==> config.mk <==
export PLATFORM = sky130hd
export DESIGN_NAME = accumulate_flat
export DESIGN_NICKNAME = d
export VERILOG_FILES = /design/src/rtl/accumulate_pkg.sv /design/src/rtl/accumulate_if.sv /design/src/rtl/accumulate.sv /design/src/flat_wrapper.sv
export SDC_FILE = /design/constraint.sdc
export NUM_CORES = 1
export LEC_CHECK = 0
export BUFFER_PORTS_ARGS = -buffer_cell sky130_fd_sc_hd__buf_2
export CORE_ASPECT_RATIO = 0.6
export CORE_MARGIN = 8
export CORE_UTILIZATION = 40
export DETAILED_ROUTE_END_ITERATION = 16
export GPL_TIMING_DRIVEN = 0
export SLEW_MARGIN = 20
export SYNTH_ARGS = -nofsm -noshare
export SYNTH_HDL_FRONTEND = slang
export SYNTH_SLANG_ARGS = --single-unit
==> constraint.sdc <==
create_clock -name clk -period 7.8 [get_ports clk]
set_input_delay 1.17 -clock clk [delete_from_list [all_inputs] [get_ports clk]]
set_output_delay 1.17 -clock clk [all_outputs]
set_load 0.02 [all_outputs]
==> src/rtl/accumulate_pkg.sv <==
// accumulate_pkg: shared width helper and signed saturation, also reused by the activation stage
//   clog2(n)            ceil(log2(n)), 0 for n <= 1; elaboration-time width math
//   sat(v, resw, accw)  clamp signed v (accw significant bits) into resw signed bits
package accumulate_pkg;

    localparam int MAXW = 128;

    function automatic int clog2(input int n);
        int r = 0;
        while ((1 << r) < n) r++;
        return r;
    endfunction

    // Operates on a wide carrier so one function serves every width pair;
    // callers sign-extend in and truncate out.
    function automatic logic signed [MAXW-1:0] sat(input logic signed [MAXW-1:0] v,
                                                   input int resw, input int accw);
        logic signed [MAXW-1:0] hi;
        logic signed [MAXW-1:0] lo;
        hi = '0;
        hi[resw-1] = 1'b1;
        hi = hi - MAXW'(1);
        lo = ~hi;
        return (resw >= accw) ? v : (v > hi) ? hi : (v < lo) ? lo : v;
    endfunction

endpackage

==> src/rtl/accumulate_if.sv <==
// accumulate_if: product input and sum output strobe/ready handshakes
//   arg_stb  product valid            arg_dat  signed product
//   arg_rdy  block accepts product    res_stb  sum valid
//   res_dat  signed saturated sum     res_rdy  consumer accepts sum
//   master: the environment driving products and consuming sums; slave: accumulate
interface accumulate_if #(
    parameter int ARGW = 32,
    parameter int RESW = 32
);
    logic                   arg_stb;
    logic signed [ARGW-1:0] arg_dat;
    logic                   arg_rdy;
    logic                   res_stb;
    logic        [RESW-1:0] res_dat;
    logic                   res_rdy;

    modport master(output arg_stb, arg_dat, res_rdy, input arg_rdy, res_stb, res_dat);
    modport slave(input arg_stb, arg_dat, res_rdy, output arg_rdy, res_stb, res_dat);
endinterface

==> src/rtl/accumulate.sv <==
// accumulate: sums every N consecutive signed products and emits the sum saturated to RESW bits
//   clk  clock
//   rst  synchronous active-high reset; drops any partial sum and pending result
//   bus  accumulate_if.slave: products in on arg_*, sums out on res_*
module accumulate
    import accumulate_pkg::*;
#(
    parameter int ARGW = 32,
    parameter int N    = 4,
    parameter int RESW = 32
) (
    input logic         clk,
    input logic         rst,
    accumulate_if.slave bus
);
    localparam int ACCW = ARGW + clog2(N);
    localparam int CW   = N > 1 ? clog2(N) : 1;

    logic        [CW-1:0]   cnt;
    logic signed [ACCW-1:0] acc;
    logic signed [ACCW-1:0] acc_sum;
    logic                   res_stb;
    logic        [RESW-1:0] res_dat;
    logic                   last;
    logic                   res_bsy;
    logic                   arg_ack;

    assign last    = cnt == CW'(N - 1);
    assign res_bsy = res_stb & ~bus.res_rdy;
    // Only the final term needs the output register, so earlier terms keep
    // flowing while a previous sum waits for the consumer.
    assign bus.arg_rdy = ~(last & res_bsy);
    assign arg_ack     = bus.arg_stb & bus.arg_rdy;
    // The first term of a group restarts from zero instead of clearing acc on emit.
    assign acc_sum     = (cnt == '0 ? '0 : acc) + ACCW'(bus.arg_dat);
    assign bus.res_stb = res_stb;
    assign bus.res_dat = res_dat;

    always_ff @(posedge clk) begin
        if (rst) cnt <= '0;
        else if (arg_ack) cnt <= last ? '0 : cnt + CW'(1);
    end

    always_ff @(posedge clk) begin
        if (rst) acc <= '0;
        else if (arg_ack && !last) acc <= acc_sum;
    end

    // A new final term wins over the consumer's ack of the previous sum.
    always_ff @(posedge clk) begin
        if (rst) begin
            res_stb <= 1'b0;
        end else if (arg_ack && last) begin
            res_stb <= 1'b1;
            res_dat <= RESW'(sat(MAXW'(acc_sum), RESW, ACCW));
        end else if (bus.res_rdy) begin
            res_stb <= 1'b0;
        end
    end

endmodule

==> src/flat_wrapper.sv <==
// flat-port wrapper written by rule: the top's interface ports become plain ports
module accumulate_flat import accumulate_pkg::*;
#(
    parameter int ARGW = 32,
    parameter int N    = 4,
    parameter int RESW = 32
)
  (clk, rst, bus_arg_stb, bus_arg_dat, bus_res_rdy, bus_arg_rdy, bus_res_stb, bus_res_dat);
  accumulate_if #(.ARGW(ARGW), .RESW(RESW)) bus_i ();
  input logic clk;
  input logic rst;
  input wire logic [$bits(bus_i.arg_stb)-1:0] bus_arg_stb;
  input wire logic [$bits(bus_i.arg_dat)-1:0] bus_arg_dat;
  input wire logic [$bits(bus_i.res_rdy)-1:0] bus_res_rdy;
  output wire logic [$bits(bus_i.arg_rdy)-1:0] bus_arg_rdy;
  output wire logic [$bits(bus_i.res_stb)-1:0] bus_res_stb;
  output wire logic [$bits(bus_i.res_dat)-1:0] bus_res_dat;
  assign bus_i.arg_stb = bus_arg_stb;
  assign bus_i.arg_dat = bus_arg_dat;
  assign bus_i.res_rdy = bus_res_rdy;
  assign bus_arg_rdy = bus_i.arg_rdy;
  assign bus_res_stb = bus_i.res_stb;
  assign bus_res_dat = bus_i.res_dat;
  accumulate #(.ARGW(ARGW), .N(N), .RESW(RESW)) u_core (.clk(clk), .rst(rst), .bus(bus_i));
endmodule
* After elaboration in Yosys (flattened, before gate mapping) *
Cells that the tools add are included.

operators by class
  $add $sub $neg = 2
  multipliers = 0
  div/mod/pow operators = 0
  magnitude comparators = 2
  equal/unequal tests = 1
  shifts and indexed selects = 0
  multiplexer cells = 5
  bitwise gates (word level) = 6
  reductions and logical operators = 6

operators with widths
  kind                                                          number
  adder 34 bit                                                  1
  > comparator 34 x 32 -> 1 bit, second input constant          1
  less-than comparator 34 x 32 -> 1 bit, second input constant  1
  two-way mux 34 bit                                            1
  two-way mux 32 bit                                            1
  AND 1 bit                                                     3
  NOT 1 bit                                                     3
  adder 2 x 1 -> 2 bit, second input constant                   1
  == test 2 bit, second input constant                          1
  logical AND 1 bit                                             2
  zero test 2 bit                                               1
  two-way mux 1 bit                                             2
  two-way mux 2 bit                                             1
  AND reduction 2 bit                                           1
  nonzero test 2 bit                                            1
  zero test 1 bit                                               1

word-level totals
  flip-flop bits (word level) = 69
  latch bits = 0
  RAM bits = 0
  ROM bits = 0
  input port bits = 36
  memories = 0

* Logic depth before layout (Yosys ltp) *
Gate-level depths: netlist (run 1).

  word-level depth = 7
  gate-level depth with buffers = 16

* Worst setup path before layout (run 1) *
Ideal clock, no wire load.

  path type = input-to-reg
  start = in bus_res_rdy
  end = reg u_core.res_dat[0], in the netlist u_core.bus.res_dat[0] (enable)
  library setup time = 469 ps
  arrival = 3977 ps
  data required time = 7331 ps
  setup slack = 3353 ps
  stages = 3
  buffers on the path = 0
  cell sequence = nand3b_1 -> nand2_1 -> nor3b_1

on the way
  word-level cells in the longest chain between the ends = 7

ends and longest elaborated chain
  element                               line                text
  start: declaration                    flat_wrapper.sv:14  input wire logic [$bits(bus_i.res_rdy)-1:0] bus_res_rdy;
  NOT 1 bit                             accumulate.sv:29    assign res_bsy = res_stb & ~bus.res_rdy;
  AND 1 bit                             accumulate.sv:29
  AND 1 bit                             accumulate.sv:32    assign bus.arg_rdy = ~(last & res_bsy);
  NOT 1 bit                             accumulate.sv:32
  AND 1 bit                             accumulate.sv:33    assign arg_ack = bus.arg_stb & bus.arg_rdy;
  logical AND 1 bit                     accumulate.sv:53    end else if (arg_ack && last) begin
  AND reduction 2 bit (no source line)  --
  end signal: assignment                accumulate.sv:55    res_dat <= RESW'(sat(MAXW'(acc_sum), RESW, ACCW));
  end: declaration                      accumulate.sv:23    logic [RESW-1:0] res_dat;

No other way between the ends.
A chain may end at the register's enable or synchronous reset.

* Final worst setup path (run 1) *
  start = reg u_core.cnt[0]
  end = reg u_core.res_dat[20], in the netlist u_core.bus.res_dat[20] (data pin)

on the way
  word-level cells in the longest chain between the ends = 5

ends and longest elaborated chain
  element                                line                  text
  start: declaration                     accumulate.sv:19      logic [CW-1:0] cnt;
  start signal: assignment               accumulate.sv:41      else if (arg_ack) cnt <= last ? '0 : cnt + CW'(1);
  zero test 2 bit (*)                    accumulate.sv:35      assign acc_sum = (cnt == '0 ? '0 : acc) + ACCW'(bus.arg_dat);
  two-way mux 34 bit (*)                 accumulate.sv:35
  adder 34 bit (*)                       accumulate.sv:35
  less-than comparator 34 x 32 -> 1 bit  accumulate_pkg.sv:24  return (resw >= accw) ? v : (v > hi) ? hi : (v < lo) ? lo : v;
  two-way mux 32 bit                     accumulate_pkg.sv:24

Mark *: on every way between the ends. The rest lies on a longest branch, timed or not.

==> out/qor.csv, run 1 <==
metric;value;unit
outcome;finished clean;
timing.max_slew.rel_slack;0.4255;
vias;4354;
netlist_area;0.004791;mm^2
routed_wl;13890;um
synth_nets;626;
post-cts-setup-buffers;0;
placed_instance_area;0.005370;mm^2
postRouteAntennaNets;0;
finish.net_count;709;
clock_sinks;69;
r2r_start;u_core.cnt[0];
flip_flop_cell_with_the_highest_count_after_synthesis;dfxtp_1;
cp-start-kind;register;
min_period;4.268;ns
clock_path_buffers;2;
rsz0062_at_grt;no;
cts_hold_buffers;0;
setup_viol_count_final;0;
ff2ff_path_depth;16;
global_route.overflow_total;0;
slowest_stage;fa_1;
ys_top_cells_by_area;edfxtp_1 (20%), dfxtp_1 (15%), ha_1 (9.1%);
setup.worst_path.end_class;register;
ys_async_sr_fraction;0;
clk_transition_reported_paths;0.06;ns
grt.total_usage;0.1783;
rr_endpoint;u_core.bus.res_dat[20];
fp.dieArea;0.01585;mm^2
synthDominantAreaCellType;edfxtp_1;
antenna-diode-count;0;
min_path_cells;2;
endpoint_of_the_worst_setup_timing_path;u_core.bus.res_dat[20];
timing_hold_violations_final;0;
core_area;0.01187;mm^2
final-seq-area;0.001702;mm^2
power.static_leakage;2.235;nW
initialDrtViolationCount;362;
layout.core_utilization;0.4751;
synth.cells.most_frequent;a21oi_1 (60), nand2_1 (49), o21ai_0 (48), nor2_1 (46), nor2b_1 (43);
finish.cell_count_without_fillers;807;
antenna_found_initial;0;
layout.filler_cells;1197;
synth-seq-cells;69;
power.total;1.051;mW
area_growth_synth_to_finish;17.71;%
yosysWarningCount;0;
vias_per_cell;5.395;
grt_max_degree;13;
dp.final_hpwl;10750;um
initial_utilization;0.4036;
power_per_cell_area;186.4;mW/mm^2
multi_input_area;0.002873;mm^2
grt_first_pass_wirelength;22040;um
cp.required;7.87;ns
cap_viol_max_count;0;
critical_path.top_delay_family;compound AO/OA/AOI/OAI gates;
tritoncts_clock_tree;yes;
worstSetupStartpoint;u_core.cnt[0];
worst-endpoint-arrival;4.34;ns
postLayoutCellArea;0.005639;mm^2
period_share;0.5471;
place.detailed.instances;791;
rows;31;
routed_wire_length_per_instance;17.21;um
drc;0;
cts-htree-levels;3;
min_path_type;register to register;
synth_cell_types;57;
drt_pre_antenna_iters;6;
clock_skew;0.007623;ns
final_estimated_routing_congestion_in_global_placement;0.9142;
synthesis.instances;554;
synth_area_per_inst;8.648;um^2
cts_root_buf;clkbuf_16;
cts_inserted_buffers;9;
post-synth-top-area-fraction;0.2006;
buffer_ports.inserted;69;
rrSetupSlack;3.53;ns
path_buf_inv;4;
number_of_global_route_vias_before_repair;4138;
leading_cell_type_by_number_of_instances_after_synthesis;a21oi_1;
setup_total_negative_slack;0;ns
max_stage_delay;0.40;ns
synth_sequential_area_ratio;0.3552;
clock_network_latency_to_the_later_pin_of_the_worst_skew_pair;0.34;ns
layout-drive-gt1-share;0.2165;
dieHeight;100.8;um
fmax;0.2343;GHz
largest_fanout_on_the_critical_path;10;
pin_count;70;
worstSetupPathType;register to register;
post_cts.resized_instances;0;
peakVddDrop;105.1;uV
final_max_slew_viol_count;0;
die_w;157.3;um
worstPathCellList;inv_1 > ha_1 > clkbuf_1 > nor2b_1 > ha_1 > inv_1 > fa_1 > nand2b_1 > a21o_1 > a21oi_1 > a21boi_0 > a21bo_2 > xnor2_4 > o211ai_2 > buf_2 > o21ai_0;
worstMarginPinSlew;0.8617;ns
cp.depth;16;
post_synth_edffs;32;
==> report_power, final <==
group	internal (mW)	switching, mW
sequential	0.405	0.00741
clock	0.215	0.164
combinational	0.0986	0.162
total	0.718	0.333
==> cells by family (layout without fill, tap and decap cells) <==
logic type                 after synthesis  count (layout)  share of synthesized area
adders and majority gates               36              36                    0.09559
and+or+nand+nor                        186             186                     0.1967
xor gates and xnor gates                31              31                    0.06059
DFF                                     69              69                     0.3552
buffers and inverters                   47             135                    0.04622
AOI/OAI and AO/OA                      185             185                     0.2458
==> area by class of cell <==
class,count,share of cell area
repair buffers,72,0.06523
clock buffers,10,0.04060
well taps,165,0.03661
inverters,15,0.009984
plain buffers,32,0.02929
clock inverters,6,0.007100
multi-input cells,438,0.5094
flip-flops and latches,69,0.3018
==> per-layer routing <==
| layer | share of wire | track usage |
|---|---|---|
| met5 | 0 | 0 |
| met1 | 0.53 | 0.2655 |
| met3 | 0.077 | 0.05265 |
| met4 | 0.0075 | 0.03275 |
| met2 | 0.38 | 0.2466 |
==> tightest hold or removal path, stage by stage, from the launching register on <==
cell and delay (ns):
dfxtp_1 0.30, nand2_1 0.05, a21oi_1 0.05
==> per-stage QoR <==
stage	setup WS, ns	hold slack, ns
2_1_floorplan	3.353	0.4318
3_3_place_gp	1.851	0.4383
3_5_place_dp	3.556	0.4420
4_1_cts	3.542	0.4502
5_1_grt	3.264	0.4852
6_report	3.532	0.4542
==> placed cells by master, fill, tap and decap left out, types with 3 or more instances in the layout <==
cell / synthesis / layout
nand3_1: 7 / 7
ha_1: 35 / 35
buf_2: 12 / 81
clkbuf_16: 0 / 9
a21o_1: 6 / 6
a211oi_1: 6 / 6
nor2_1: 46 / 46
inv_1: 15 / 15
o21ai_2: 20 / 20
nand2_1: 49 / 49
nand4_1: 9 / 9
clkinv_2: 0 / 3
nand3b_1: 8 / 8
o21ai_1: 6 / 6
o31ai_1: 4 / 4
o21ai_0: 48 / 48
buf_4: 2 / 5
xnor2_1: 19 / 19
clkbuf_1: 15 / 16
buf_6: 3 / 3
edfxtp_1: 32 / 32
xor2_1: 11 / 11
nor2b_1: 43 / 43
dfxtp_1: 37 / 37
nor3_1: 4 / 4
nand2b_1: 7 / 7
a21oi_1: 60 / 60
o21a_1: 8 / 8
==> worst min path at each step <==
stage,startpoint,to
2_1_floorplan,u_core.acc[0],u_core.acc[0]
3_3_place_gp,u_core.acc[0],u_core.acc[0]
3_5_place_dp,u_core.acc[0],u_core.acc[0]
4_1_cts,u_core.acc[0],u_core.acc[0]
5_1_grt,u_core.acc[20],u_core.acc[20]
6_report,u_core.acc[0],u_core.acc[0]
==> registers in the layout, summed over array words and instances, names as in the netlist <==
name and flops:
u_core.acc 34, u_core.bus.res_stb 1, u_core.cnt 2, u_core.bus.res_dat 32
(Power assumes the default switching activity.)
==> run 2: changes to the inputs <==
==> constraint.sdc (replaced) <==
create_clock -name clk -period 4.5 [get_ports clk]
set_input_delay 0.675 -clock clk [delete_from_list [all_inputs] [get_ports clk]]
set_output_delay 0.675 -clock clk [all_outputs]
set_load 0.02 [all_outputs]
==> run 2 against run 1 <==
Sequential share of layout area about the same. Register-to-register slack got worse by 3.2 ns. Fmax rose by 1.7%. Clock-buffer cell count unchanged. Die area unchanged. Global-route usage is the same. Worst setup slack got worse by 3.2 ns. Critical path type unchanged. Largest cell class unchanged.
==> out/qor.csv, run 2 (synthesis results as in run 1) <==
metric;value;unit;change
final_common_cell;buf_2;;
clk_transition_reported_paths;0.06;ns;about the same
final.hold.worst_slack;0.4540;ns;-0.0002080 ns
rrSetupSlack;0.30;ns;-3.23 ns
clock_sinks;69;;unchanged
setup.worst_path.end_class;register;;
cap_viol_max_count;0;;unchanged
rows;31;;unchanged
antenna-diode-count;0;;unchanged
initialDrtViolationCount;361;;-0.28%
largest_register_ffs;34;;unchanged
grt-busiest-layer;met1;;
largest_register;u_core.acc;;
buffer_ports.inserted;69;;unchanged
worstMarginPinSlew;0.8559;ns;-0.005838 ns
number_of_global_route_vias_before_repair;4138;;unchanged
dieHeight;100.8;um;unchanged
area_growth_synth_to_finish;17.73;%;about the same
r2r_start;u_core.cnt[0];;
cp-start-kind;register;;
layout-drive-gt1-share;0.2181;;+0.001558
setup_viol_count_final;0;;unchanged
clock_skew;0.007412;ns;-0.0002113 ns
period_share;0.9326;;+0.3854
tritoncts_clock_tree;yes;;
min_from;u_core.acc[0];;
postRouteAntennaNets;0;;unchanged
layout_top_registers;u_core.acc (34), u_core.bus.res_dat (32), u_core.cnt (2);;
cp.required;4.57;ns;-3.30 ns
timing_hold_violations_final;0;;unchanged
routed_wl;13920;um;+0.23%
worstSetupStartpoint;u_core.cnt[0];;
cts_hold_buffers;0;;unchanged
drc;0;;unchanged
final_estimated_routing_congestion_in_global_placement;0.9142;;unchanged
min_path_cells;2;;unchanged
clock_path_buffers;2;;unchanged
grt.met3_usage;0.05265;;unchanged
antenna_found_initial;0;;unchanged
cts_root_buf;clkbuf_16;;
power_per_cell_area;323.5;mW/mm^2;+74%
grt_max_degree;13;;unchanged
post-cts-setup-buffers;0;;unchanged
dp.final_hpwl;10750;um;unchanged
layout.filler_cells;1196;;-0.084%
min_period;4.197;ns;-0.07106 ns
core_area;0.01187;mm^2;unchanged
vias_per_cell;5.392;;about the same
finish.net_count;709;;unchanged
timing.max_slew.rel_slack;0.4294;;+0.003892
power.static_leakage;2.238;nW;+0.12%
cts_inserted_buffers;9;;unchanged
outcome;finished clean;;
grtUsageMet2;0.2466;;unchanged
ff2ff_path_depth;16;;unchanged
worst_hold_path.endpoint;u_core.acc[0];;
grt_use_met1;0.2655;;unchanged
vias;4351;;-0.069%
postLayoutCellArea;0.005640;mm^2;about the same
drt_pre_antenna_iters;7;;+1
die_w;157.3;um;unchanged
worstSetupPathType;register to register;;
clock_network_latency_to_the_later_pin_of_the_worst_skew_pair;0.34;ns;about the same
final_cell_mix;buf_2 (81), a21oi_1 (60), nand2_1 (49);;
min_path_type;register to register;;
initial_utilization;0.4036;;unchanged
fp.dieArea;0.01585;mm^2;unchanged
placed_instance_area;0.005370;mm^2;unchanged
grt.total_usage;0.1783;;unchanged
final_max_slew_viol_count;0;;unchanged
cts-htree-levels;3;;unchanged
grt_first_pass_wirelength;22040;um;unchanged
fmax;0.2383;GHz;+1.7%
routed_wire_length_per_instance;17.25;um;+0.23%
rsz0062_at_grt;no;;
worst-endpoint-arrival;4.27;ns;-0.07 ns
pin_count;70;;unchanged
rr_endpoint;u_core.bus.res_dat[20];;
peakVddDrop;184.3;uV;+75%
global_route.overflow_total;0;;unchanged
largest_fanout_on_the_critical_path;10;;unchanged
==> run 2: power by group <==
part / internal, mW / switching, mW / leakage, nW / total (mW)
combinational: 0.171 / 0.281 / 1.51 / 0.452
sequential: 0.702 / 0.0129 / 0.597 / 0.715
clock: 0.372 / 0.286 / 0.132 / 0.658
==> run 2: metrics by stage <==
stage               cells  setup slack (ns)  TNS (ns)  power [mW]  utilization
floorplan             554            0.5482         0       1.052            -
global placement      788           -0.9538    -31.35       1.163       0.4501
detailed placement    791            0.2709         0       1.173       0.4525
CTS                   807            0.2424         0       1.835       0.4751
global route          807           0.02452         0       1.914       0.4752
finish                807            0.3034         0       1.824       0.4752
==> run 2: cell type report <==
| type | instances | area (um^2) | share of cell area |
|---|---|---|---|
| Tap cell | 165 | 206.4 | 0.03660 |
| Buffer | 32 | 166.4 | 0.02950 |
| Clock buffer | 10 | 229.0 | 0.04059 |
| Clock inverter | 6 | 40.04 | 0.007098 |
| Multi-Input combinational cell | 438 | 2873 | 0.5093 |
| Timing Repair Buffer | 72 | 367.9 | 0.06522 |
| Inverter | 15 | 56.30 | 0.009982 |
| Sequential cell | 69 | 1702 | 0.3017 |
==> run 2: per-layer routing <==
layer,part of all wire,up-vias
met5,0,-
met4,0.0071,0
met3,0.076,11
met2,0.38,163
met1,0.53,2034
li1,-,2143
==> run 2: worst max-delay path: stages, from the launching register on <==
cell	delay, ns
dfxtp_1	0.37
inv_1	0.06
ha_1	0.32
clkbuf_2	0.27
nor2b_1	0.16
ha_1	0.22
inv_1	0.07
fa_1	0.40
nand2b_1	0.18
a21o_1	0.24
a21oi_1	0.26
a21boi_0	0.22
a21bo_2	0.28
xnor2_4	0.15
o211ai_2	0.31
buf_2	0.28
o21ai_0	0.13
==> run 2: worst max path at each step <==
stage | cells past startpoint | slack (ns) | endpoint
global route | 14 | 0.02 | u_core.bus.res_dat[20]
CTS | 16 | 0.24 | u_core.bus.res_dat[18]
floorplan | 3 | 0.55 | u_core.bus.res_dat[0]
global placement | 3 | -0.95 | u_core.bus.res_dat[14]
finish | 16 | 0.30 | u_core.bus.res_dat[20]
detailed placement | 16 | 0.27 | u_core.bus.res_dat[18]
==> run 2: what timing repair did <==
item                                    in CTS  in global routing
gates resized for setup                      0                  2
endpoints found under the setup margin       0                  3
hold endpoints to repair                     0                  0
